### src/rtl/cond_pkg.sv
// Shared types and constants for the conditional-execution unit.
// Optional feature macro used by cond_unit: COND_PERF_EN.
package cond_pkg;

    typedef enum logic [3:0] {
        EQ = 4'b0000, NE = 4'b0001, CS = 4'b0010, CC = 4'b0011,
        MI = 4'b0100, PL = 4'b0101, VS = 4'b0110, VC = 4'b0111,
        HI = 4'b1000, LS = 4'b1001, GE = 4'b1010, LT = 4'b1011,
        GT = 4'b1100, LE = 4'b1101, AL = 4'b1110, NV = 4'b1111
    } cond_t;

    localparam int FLAG_N = 3;
    localparam int FLAG_Z = 2;
    localparam int FLAG_C = 1;
    localparam int FLAG_V = 0;

    localparam logic [15:0] CNT_MAX = 16'hFFFF;

endpackage

### src/rtl/cond_check.sv
// Combinational ARM condition-code decode against the architectural {N,Z,C,V}.
module cond_check
    import cond_pkg::*;
(
    input  logic [3:0] cond,
    input  logic [3:0] flags,
    output logic       pass
);

    logic w_n, w_z, w_c, w_v;

    assign w_n = flags[FLAG_N];
    assign w_z = flags[FLAG_Z];
    assign w_c = flags[FLAG_C];
    assign w_v = flags[FLAG_V];

    always_comb begin
        pass = 1'b0;
        case (cond_t'(cond))
            EQ: pass = w_z;
            NE: pass = !w_z;
            CS: pass = w_c;
            CC: pass = !w_c;
            MI: pass = w_n;
            PL: pass = !w_n;
            VS: pass = w_v;
            VC: pass = !w_v;
            HI: pass = w_c & !w_z;
            LS: pass = !w_c | w_z;
            GE: pass = (w_n == w_v);
            LT: pass = (w_n != w_v);
            GT: pass = !w_z & (w_n == w_v);
            LE: pass = w_z | (w_n != w_v);
            AL: pass = 1'b1;
            default: pass = 1'b0;
        endcase
    end

endmodule

### src/rtl/cond_unit.sv
// Conditional-execution unit: gates decoder write enables by the condition and owns the flags.
// Define COND_PERF_EN to add saturating exec/skip instruction counters.
module cond_unit
    import cond_pkg::*;
(
    input  logic       clk,
    input  logic       reset,
    input  logic       valid_i,
    input  logic [3:0] cond,
    input  logic [3:0] alu_flags,
    input  logic [1:0] flag_w,
    input  logic       pc_s,
    input  logic       reg_w,
    input  logic       mem_w,
    output logic       valid_o,
    output logic       pc_src,
    output logic       reg_write,
    output logic       mem_write,
    output logic       cond_ex_o,
    output logic       undef_o,
    output logic [3:0] flags_o
`ifdef COND_PERF_EN
    ,
    output logic [15:0] exec_cnt,
    output logic [15:0] skip_cnt
`endif
);

    logic [3:0] r_flags;
    logic       w_pass;
    logic       w_exec;

    cond_check u_cond_check (
        .cond  (cond),
        .flags (r_flags),
        .pass  (w_pass)
    );

    assign w_exec  = valid_i & w_pass;
    assign flags_o = r_flags;

    // Flags update on the same edge as the outputs, so the next instruction sees them.
    always_ff @(posedge clk) begin
        if (reset) begin
            r_flags   <= 4'b0000;
            valid_o   <= 1'b0;
            pc_src    <= 1'b0;
            reg_write <= 1'b0;
            mem_write <= 1'b0;
            cond_ex_o <= 1'b0;
            undef_o   <= 1'b0;
        end else begin
            if (w_exec && flag_w[1]) begin
                r_flags[FLAG_N] <= alu_flags[FLAG_N];
                r_flags[FLAG_Z] <= alu_flags[FLAG_Z];
            end
            if (w_exec && flag_w[0]) begin
                r_flags[FLAG_C] <= alu_flags[FLAG_C];
                r_flags[FLAG_V] <= alu_flags[FLAG_V];
            end
            valid_o   <= valid_i;
            pc_src    <= pc_s & w_exec;
            reg_write <= reg_w & w_exec;
            mem_write <= mem_w & w_exec;
            cond_ex_o <= w_exec;
            undef_o   <= valid_i & (cond == 4'(NV));
        end
    end

`ifdef COND_PERF_EN
    logic [15:0] r_exec_cnt;
    logic [15:0] r_skip_cnt;

    always_ff @(posedge clk) begin
        if (reset) begin
            r_exec_cnt <= '0;
            r_skip_cnt <= '0;
        end else if (valid_i) begin
            if (w_pass && r_exec_cnt != CNT_MAX)
                r_exec_cnt <= r_exec_cnt + 16'd1;
            if (!w_pass && r_skip_cnt != CNT_MAX)
                r_skip_cnt <= r_skip_cnt + 16'd1;
        end
    end

    assign exec_cnt = r_exec_cnt;
    assign skip_cnt = r_skip_cnt;
`endif

endmodule

### config.mk
export PLATFORM = sky130hd
export DESIGN_NAME = cond_unit
export DESIGN_NICKNAME = d
export VERILOG_FILES = /design/src/rtl/cond_pkg.sv /design/src/rtl/cond_check.sv /design/src/rtl/cond_unit.sv
export SDC_FILE = /design/constraint.sdc
export NUM_CORES = 1
export LEC_CHECK = 0
export CAP_MARGIN = 20
export CORE_AREA = 3 3 41 43
export CTS_CLUSTER_DIAMETER = 30
export DETAILED_ROUTE_END_ITERATION = 7
export DIE_AREA = 0 0 44 46
export PLACE_DENSITY = 0.8
export SYNTH_ARGS = -nofsm -noshare
export SYNTH_HDL_FRONTEND = slang
export SYNTH_SLANG_ARGS = --single-unit
export TNS_END_PERCENT = 30
### constraint.sdc
create_clock -name clk -period 4.56 [get_ports clk]
set_input_delay 0.912 -clock clk [delete_from_list [all_inputs] [get_ports clk]]
set_output_delay 0.912 -clock clk [all_outputs]
set_load 0.02 [all_outputs]
# Word level (Yosys, flattened, before mapping)
# Index checks and enable logic that the tools add are counted.
totals:
  output_inout_bits: 10
  ff_bits: 10
classes:
  bitwise_logic: 9
  eq_ne: 17
  n_mux: 1
  reduce_logical: 7
ops:
  columns: ["op", "n"]
  rows:
  - ["equality test 4 bit, second input constant", 8]
  - ["equality test 4 x 3 -> 1 bit, second input constant", 4]
  - ["case mux 1 bit (15 select lines)", 1]
  - ["equality test 4 x 2 -> 1 bit, second input constant", 2]
  - ["AND 1 bit", 7]
  - ["equality test 4 x 1 -> 1 bit, second input constant", 1]
  - ["logical NOT 1 bit", 4]
  - ["logical NOT 4 bit", 1]
  - ["logical AND 1 bit", 2]
  - ["bitwise OR 1 bit", 2]
  - ["equality test 1 bit", 1]
  - ["!= test 1 bit", 1]

# Logic depth before layout (Yosys ltp)
# Gate-level depths: netlist (run 1).
depth:
  ltp_word: 5
  depth_mapped: 6
  ltp_nobuf: 5

# Modules after synthesis
# A second synthesis (run 1) with hierarchy kept.
unflattened:
  hier_cells: 60
  hier_area_um2: 566.8
by_module_without_submodules:
  columns: ["mod", "cells_each", "area_per_inst_um2", "instances"]
  rows:
  - ["cond_unit", 32, 372.9, 1]
  - ["cond_check", 28, 193.9, 1]

# Worst setup path before layout (run 1)
# OpenSTA, ideal clock, no wires.
synth_timing:
  path_kind: "in2reg"
  start: "input port cond[3]"
  end: "register r_flags[3], in the netlist flags_o[3]"
  setup_time_ns: 0.117
  arrival_time_ns: 2.118
  n_path_buf: 1
  path_stages: 6
  slack_ns: 2.324
  path_cell_list: "buf_2 -> and2_4 -> o22ai_1 -> mux2_2 -> a41o_1 -> a32o_1"
synth_between:
  elab_chain_len: 4
  elab_cells_between_ends: 18
  classes_between: "14 x eq/ne; 1 x mux; 1 x bitwise; 2 x reduce/logical"
synth_rtl:
  columns: ["item", "line", "rtl"]
  rows:
  - ["from (decl)", "cond_unit.sv:9", "input logic [3:0] cond,"]
  - ["equality test 4 bit (tied with other cells)", "cond_check.sv:19", "case (cond_t'(cond))"]
  - ["case mux 1 bit (15 select lines) *", "cond_check.sv:19", null]
  - ["AND 1 bit *", "cond_unit.sv:39", "assign w_exec = valid_i & w_pass;"]
  - ["logical AND 1 bit *", "cond_unit.sv:53", "if (w_exec && flag_w[1]) begin"]
  - ["to (signal, indexed assignment)", "cond_unit.sv:54", "r_flags[FLAG_N] <= alu_flags[FLAG_N];"]
  - ["to (signal, indexed assignment)", "cond_unit.sv:55", "r_flags[FLAG_Z] <= alu_flags[FLAG_Z];"]
  - ["to (signal, indexed assignment)", "cond_unit.sv:58", "r_flags[FLAG_C] <= alu_flags[FLAG_C];"]
  - ["to (decl)", "cond_unit.sv:29", "logic [3:0] r_flags;"]
# Every way passes the cells marked *; elsewhere a longest branch is shown, timed or not.
# A chain may end at the register's enable or synchronous reset.

# Final worst setup path (run 1)
layout_timing:
  start: "input port cond[2]"
  end: "register r_flags[2], in the netlist flags_o[2]"
# The elaborated chain is that of the path after synthesis.

==> reports/results.txt, run 1 <==
TritonCTS built the clock tree. The post-synthesis cell count came out at 57. The aggregate global-route resource usage is 0.1300.

The number of diodes added for antenna fixing was 0; the I/O pin count was 26. Summed over all nets, the half-perimeter wirelength after detailed placement is 1020 um. Relative to the synthesized area, the layout overhead comes to 50.77%. The detailed-route via count is 518. The clock root buffer master is clkbuf_4.

The logs give 0 ns for the final sum of negative setup slack and 3 for the total clock buffers created by CTS. After synthesis the cells add up to 569.3 um^2. The run finished with clean final reports. The sequential area share after synthesis is 0.3516, and the largest driver fanout on the critical path is 8. Leaving out fill and tap cells, the most frequent cell in the layout is clkdlybuf4s50_1. At the worst endpoint, the arrival time is 2.73 ns. Data on the critical path is required at its endpoint by 4.71 ns. Number of antenna violations at the first check in global routing: 0. The run gives 10 as the number of sinks driven by the clock tree. The worst-case IR drop observed on VDD is 0.1880 mV. For the worst slew margin relative to its limit, the log shows 0.7522. The leakage power summed over all cells was 0.3160 nW; the count of input and output buffers was 25. The worst setup path is launched from a primary input.

The count of nets after finishing is 101. The logs give 1 for the H-tree depth reported by CTS and 10 for the DRC marker count from the first detailed-route iteration. Entering global routing, the biggest net connects 11 pins. Summed over all layers, the global routing overflow is 0. For the starting density of the core, the log shows 0.4268. In this run, post-CTS hold repair placed 0 buffers. The final clock period utilization by the worst path was 0.5651; the core area was 1334 um^2.

For the count of max-cap constraint violations, the log shows 0. The final cell utilization of the core is 0.6435, and the overall die height is 46 um. The number of buffers inserted by post-CTS setup repair is 0, and the post-route minimum period is 2.577 ns.

The worst-margin pin slew works out to 0.3708 ns. The power per unit of standard cell area was 265.8 nW/um^2; the first-pass detailed-route iteration total was 4. The library cells used most frequently in the layout, excluding fill and tap cells, are clkdlybuf4s50_1 (25), dfxtp_1 (10), and2_1 (5). In this run the remaining antenna-violating nets after routing total 0.

The clock reaches the later pin of the worst-skew pair after 0.26 ns. Gates resized during post-CTS repair numbered 0. Count of unique library cells instantiated by Yosys: 28.

The maximum root-to-sink buffer count is 2. After clock tree synthesis, the clock-pin slew on the worst setup and hold paths is 0.06 ns. Clock skew on the completed layout was measured at 0.006958 ns.

The die covers 2024 um^2. The count of final hold-check violations is 0. From left edge to right edge, the die measures 44 um. Synthesis produced a netlist with a net count of 73. Setup violations remaining at the end of the flow were counted as 0. Setup repair after global routing left no endpoint under its margin. Based on the critical path, the design can be clocked at up to 388.1 MHz. In this run the mean area of a mapped cell was 9.988 um^2.

The logs give 0 for the final max-slew violation count and 0 for the DRC violation count after routing. The tools report the first-pass GRT wire length as 1918 um. The fraction of final layout cells with drive strength greater than 1 is 0.1071, and the detail-routed via count per cell is 5.232.

The setup path with the least slack is of type primary input to register. After detailed routing, the total wire length is 1262 um. The number of rows created at floorplan is 13. After detailed routing, the average wire length per cell comes to 12.75 um.

The number of global-route vias before repair came out at 433. The path class of the tightest hold or removal check is register to register. STA classifies the critical path endpoint as a register. Global placer's final weighted congestion: 0.7609. The Yosys step of the flow raised 0 warnings. Counting flops and latches in the post-synthesis netlist gives 10.
[synthesized netlist by cell type]
| cell type | instances | share of area |
|---|---|---|
| o311ai_4 | 1 | 0.046 |
| o2bb2ai_1 | 2 | 0.031 |
| a41o_1 | 2 | 0.035 |
| buf_6 | 1 | 0.020 |
| or2b_1 | 1 | 0.013 |
| nand3b_1 | 2 | 0.026 |
| nor3b_1 | 3 | 0.040 |
| mux2i_1 | 1 | 0.018 |
| dfxtp_1 | 10 | 0.35 |
| inv_1 | 2 | 0.013 |
| nor2b_1 | 2 | 0.022 |
| and2_4 | 1 | 0.015 |
| a31oi_1 | 2 | 0.022 |
| xor2_1 | 2 | 0.031 |
| nand2b_1 | 1 | 0.011 |
| and3_1 | 1 | 0.011 |
| clkinv_1 | 1 | 0.0066 |
| mux2_2 | 1 | 0.020 |
| o21ai_0 | 2 | 0.018 |
| nand2_1 | 3 | 0.020 |
| and2_1 | 5 | 0.055 |
| a21oi_1 | 1 | 0.0088 |
| a31oi_4 | 1 | 0.037 |
| nand3_1 | 4 | 0.035 |
| buf_2 | 1 | 0.0088 |
| o32a_4 | 1 | 0.040 |
| a32o_1 | 2 | 0.035 |
| o22ai_1 | 1 | 0.011 |
[sequential cells by signal (all words and copies together), names as in the netlist]
signal	flops
cond_ex_o	1
mem_write	1
valid_o	1
pc_src	1
flags_o	4
undef_o	1
reg_write	1
[routing by layer]
layer  global-route usage  up-vias  wire length, um
li1                     -      267                -
met5                    0        -                0
met1               0.1624      234              583
met2               0.2064       17              595
met4              0.01807        0                0
met3              0.06324        0               83
[critical path, stage by stage]
cell and delay [ns]:
clkdlybuf4s50_1 0.62, mux2i_1 0.29, a21oi_1 0.12, o32a_4 0.35, a41o_1 0.25, a32o_1 0.19
[area by class of cell]
type	count	area (um^2)
clock buffer	4	36.28
fill	122	475.5
inverter	3	11.26
multi-input combinational	42	341.6
sequential	10	200.2
tap	15	18.77
timing repair buffer	25	250.2
[final timing paths]
path / start / endpoint / slack [ns] / cells after the start
worst min-delay path: flags_o[1] / flags_o[1] / 0.53 / 2
worst max register to register: flags_o[3] / flags_o[2] / 2.88 / 5
worst min register to register: flags_o[1] / flags_o[1] / 0.53 / 2
worst max-delay path: cond[2] / flags_o[2] / 1.98 / 6
[power by group]
part / switching [mW] / leakage [nW] / internal, mW / total (mW)
Combinational: 0.0249 / 0.213 / 0.0317 / 0.0566
Sequential: 0.00314 / 0.0815 / 0.0913 / 0.0945
Clock: 0.0287 / 0.0210 / 0.0484 / 0.0771
[logic make-up after synthesis]
kind of cell           share of synthesized area
buffers and inverters                    0.04834
AND/OR/NAND/NOR                           0.2484
multiplexers                             0.03736
AO/OA/AOI/OAI                             0.2835
flip-flops                                0.3516
XOR/XNOR                                 0.03077
[metrics by stage]
step	hold WS, ns	cells	area (um^2)	setup slack, ns	power [mW]
floorplan	0.5550	57	569.3	2.324	0.1281
CTS	0.5306	99	858.3	1.986	0.2314
finish	0.5300	99	858.3	1.983	0.2281
global placement	0.5117	95	822.0	1.738	0.1522
detailed placement	0.5195	95	822.0	1.721	0.1530
global route	0.5534	99	858.3	1.901	0.2405
Note: power is estimated with default switching activity, not from simulation.
==> run 2: changes to the inputs <==
--- a/config.mk
+++ b/config.mk
@@ -6,11 +6,11 @@
 export NUM_CORES = 1
 export LEC_CHECK = 0
 export CAP_MARGIN = 20
-export CORE_AREA = 3 3 41 43
+export CORE_AREA = 3 3 45 47
 export CTS_CLUSTER_DIAMETER = 30
 export DETAILED_ROUTE_END_ITERATION = 7
-export DIE_AREA = 0 0 44 46
-export PLACE_DENSITY = 0.8
+export DIE_AREA = 0 0 48 50
+export PLACE_DENSITY = 0.7
 export SYNTH_ARGS = -nofsm -noshare
 export SYNTH_HDL_FRONTEND = slang
 export SYNTH_SLANG_ARGS = --single-unit
==> constraint.sdc (replaced) <==
create_clock -name clk -period 2.1 [get_ports clk]
set_input_delay 0.42 -clock clk [delete_from_list [all_inputs] [get_ports clk]]
set_output_delay 0.42 -clock clk [all_outputs]
set_load 0.02 [all_outputs]
==> run 2 against run 1 <==
Hold slack lost 0.0078 ns. Die area grew 19%. Via count up 3.1%. Core utilization fell by 11 points. Combinational power grew 130%. Sequential share of layout area shrank 1.2 points. Non-clock buffer count up 5. Sequential cell count unchanged. Total power up 120%. Largest cell class unchanged. Largest power group unchanged.
==> reports/results.txt, run 2 (synthesis gave the netlist of run 1 again) <==
The worst setup path is launched from a primary input. The library cell used most frequently in the layout, excluding fill and tap cells, is clkdlybuf4s50_1. The category of cells accounting for the largest share of critical-path delay is compound AO/OA/AOI/OAI gates. Prior to clock tree synthesis, the placed netlist has a worst setup slack of -0.1715 ns.

The logs give 522 for the number of global-route vias before repair and 2.03 ns for the arrival time at the worst endpoint. Setup repair after global routing left no endpoint under its margin. The detailed-route via count is 534, and the post-route minimum period is 1.876 ns.

Entering global routing, the biggest net connects 9 pins. The x dimension of the die is 48 um. The final cell utilization of the core was 0.5348; the sum of routed wire length over all layers was 1282 um. STA classifies the critical path endpoint as a register. Path category of the worst min-delay check: register to register. The net count of the finished layout is 106.

The tools report the overall power of the completed layout as 500.4 uW. The cell sitting at the root of the clock tree is a clkbuf_4. The count of final hold-check violations came out at 0. The fraction of power consumed by the clock network came out at 0.333. Routability-driven placement finished with a final weighted congestion of 0.8536. For this run, design rule violations remaining after detail routing come to 0.

The tools report the number of sinks driven by the clock tree as 10. The combined buffer and inverter count along the critical path was 2; the number of flip-flops under the largest register name was 4. In the final layout, the multi-input gates occupy 341.6 um^2.

The library cells used most frequently in the layout, excluding fill and tap cells, are clkdlybuf4s50_1 (23), dfxtp_1 (10), and2_1 (5), buf_4 (5), nand3_1 (4). The final max-slew violation count was 0. The die covers 2400 um^2. In this run, the number of DRC markers left after iteration 0 of detailed routing was 10.

The part of the power in registers is 0.410, and the final design area excluding fillers is 903.4 um^2. Summing all placed instances gives a cell area of 862.1 um^2. For the total internal power, the log shows 377.4 uW.

The final routed wire length divided by cell count was 12.09 um. The fraction of final layout cells with drive strength greater than 1 was 0.1573. The switching power was 123.0 uW; the count of input and output buffers was 25. Compared with the post-synthesis result, the final layout area differs by 58.68%. The critical path goes through clkdlybuf4s50_1 -> clkinv_1 -> o311ai_4 -> a31oi_4 -> a32o_1. The first-pass detailed-route iteration total was 4; the clock edge transition at the registers on the reported setup and hold paths was 0.06 ns. Global routing finished with a remaining overflow of 0.

The maximum cell stage delay along the critical path is 0.51 ns, and the detail-routed via count per cell is 5.038. In this run the count of I/O pins placed on the die edge is 26. The setup skew after layout is 0.006647 ns. The overall die height came out at 50 um. The power per unit of standard cell area is 553.9 nW/um^2, and the part of the power in combinational logic is 0.258.

Buffers added to address setup during post-CTS repair amount to 0. For the leakage power summed over all cells, the log shows 0.3583 nW. The tools report the number of antenna violations at the first check in global routing as 0. TritonCTS built the clock tree. Counting the fill cells in the layout gives 163.

The aggregate global-route resource usage was 0.1268. The detailed placer's ending HPWL came out at 1058 um. The final clock period utilization by the worst path is 0.8932, and the worst-margin pin slew is 0.3503 ns.

The run gives 0.7660 as the worst slew margin relative to its limit. The core area was 1689 um^2. The switching part of the total power was 0.2457; the register area was 200.2 um^2. The tools report the number of diodes added for antenna fixing as 0. The starting density of the core is 0.3370, and the maximum clock frequency is 533.2 MHz.

The final sum of negative setup slack is 0 ns. Across the run, the number of max-cap violations was 0. The worst-case IR drop observed on VDD is 0.4288 mV.

The flow ran to the end, and the final reports show no timing, DRC or antenna violations. Counting along the longest clock path gives a buffer depth of 2. The critical path is of the primary input to register type. The first global-routing pass estimated 2187 um of wire.

Clock tree synthesis inserted a total of 3 buffers. The clock latency on the worst-skew pair was 0.26 ns; the largest driver fanout on the critical path was 8. The number of nets with antenna violations after routing was 0; the required time at the worst-slack endpoint was 2.25 ns. The logs give 0.2244 ns for the setup slack after layout and 0 for the number of failing setup endpoints in the final timing report.

The slowest stage of the critical path belongs to the cell clkdlybuf4s50_1. The logs give 1 for the H-tree depth reported by CTS and 15 for the number of rows created at floorplan.
-- run 2: cell types whose count changed in the layout (fill, tap and decap cells not counted), sizes merged --
cell           delta
dlymetal6s2s      +2
clkdlybuf4s50     -2
buf               +5
-- run 2: stage by stage --
stage	hold WS [ns]	std cells
floorplan	0.5103	57
global placement	0.5056	102
detailed placement	0.5171	102
CTS	0.5261	106
global route	0.5771	106
finish	0.5222	106
-- run 2: power groups by stage --
stage	registers (mW)	logic (mW)	clock network, mW
floorplan	0.219	0.0592	0
global placement	0.209	0.129	0
detailed placement	0.210	0.130	0
CTS	0.205	0.130	0.173
global route	0.206	0.141	0.182
finish	0.205	0.129	0.166
-- run 2: worst register-to-register path, delay by kind of cell (launching register included) --
kind	cells	cell delay (ns)
compound gates	3	0.68
flops	1	0.45
mux	1	0.40
xor+xnor	1	0.11
-- run 2: metal layers --
layer  GRT usage  part of all wire  up-vias
met5           0                 0        -
met4     0.04036             0.012        0
met3     0.05839             0.068        2
met2      0.1872              0.49       17
met1      0.1597              0.43      239
li1            -                 -      276
-- run 2: final timing paths --
| kind | startpoint | end | slack, ns | cells after the start |
|---|---|---|---|---|
| worst max-delay path | cond[1] | flags_o[2] | 0.22 | 5 |
| worst min-delay path | flags_o[1] | flags_o[1] | 0.52 | 2 |
| worst max register to register | flags_o[3] | flags_o[2] | 0.42 | 5 |
| worst min register to register | flags_o[1] | flags_o[1] | 0.52 | 2 |
-- run 2: area by class of cell --
| cell class | instances | share of cell area |
|---|---|---|
| well taps | 17 | 0.02355 |
| multi-input cells | 42 | 0.3781 |
| flip-flops and latches | 10 | 0.2216 |
| repair buffers | 30 | 0.3241 |
| inverters | 3 | 0.01247 |
| clock buffers | 4 | 0.04017 |
-- run 2: timing repair --
action                     CTS  global route
gates resized for setup      0             2
setup endpoints to repair    0             4
hold buffers                 0             0
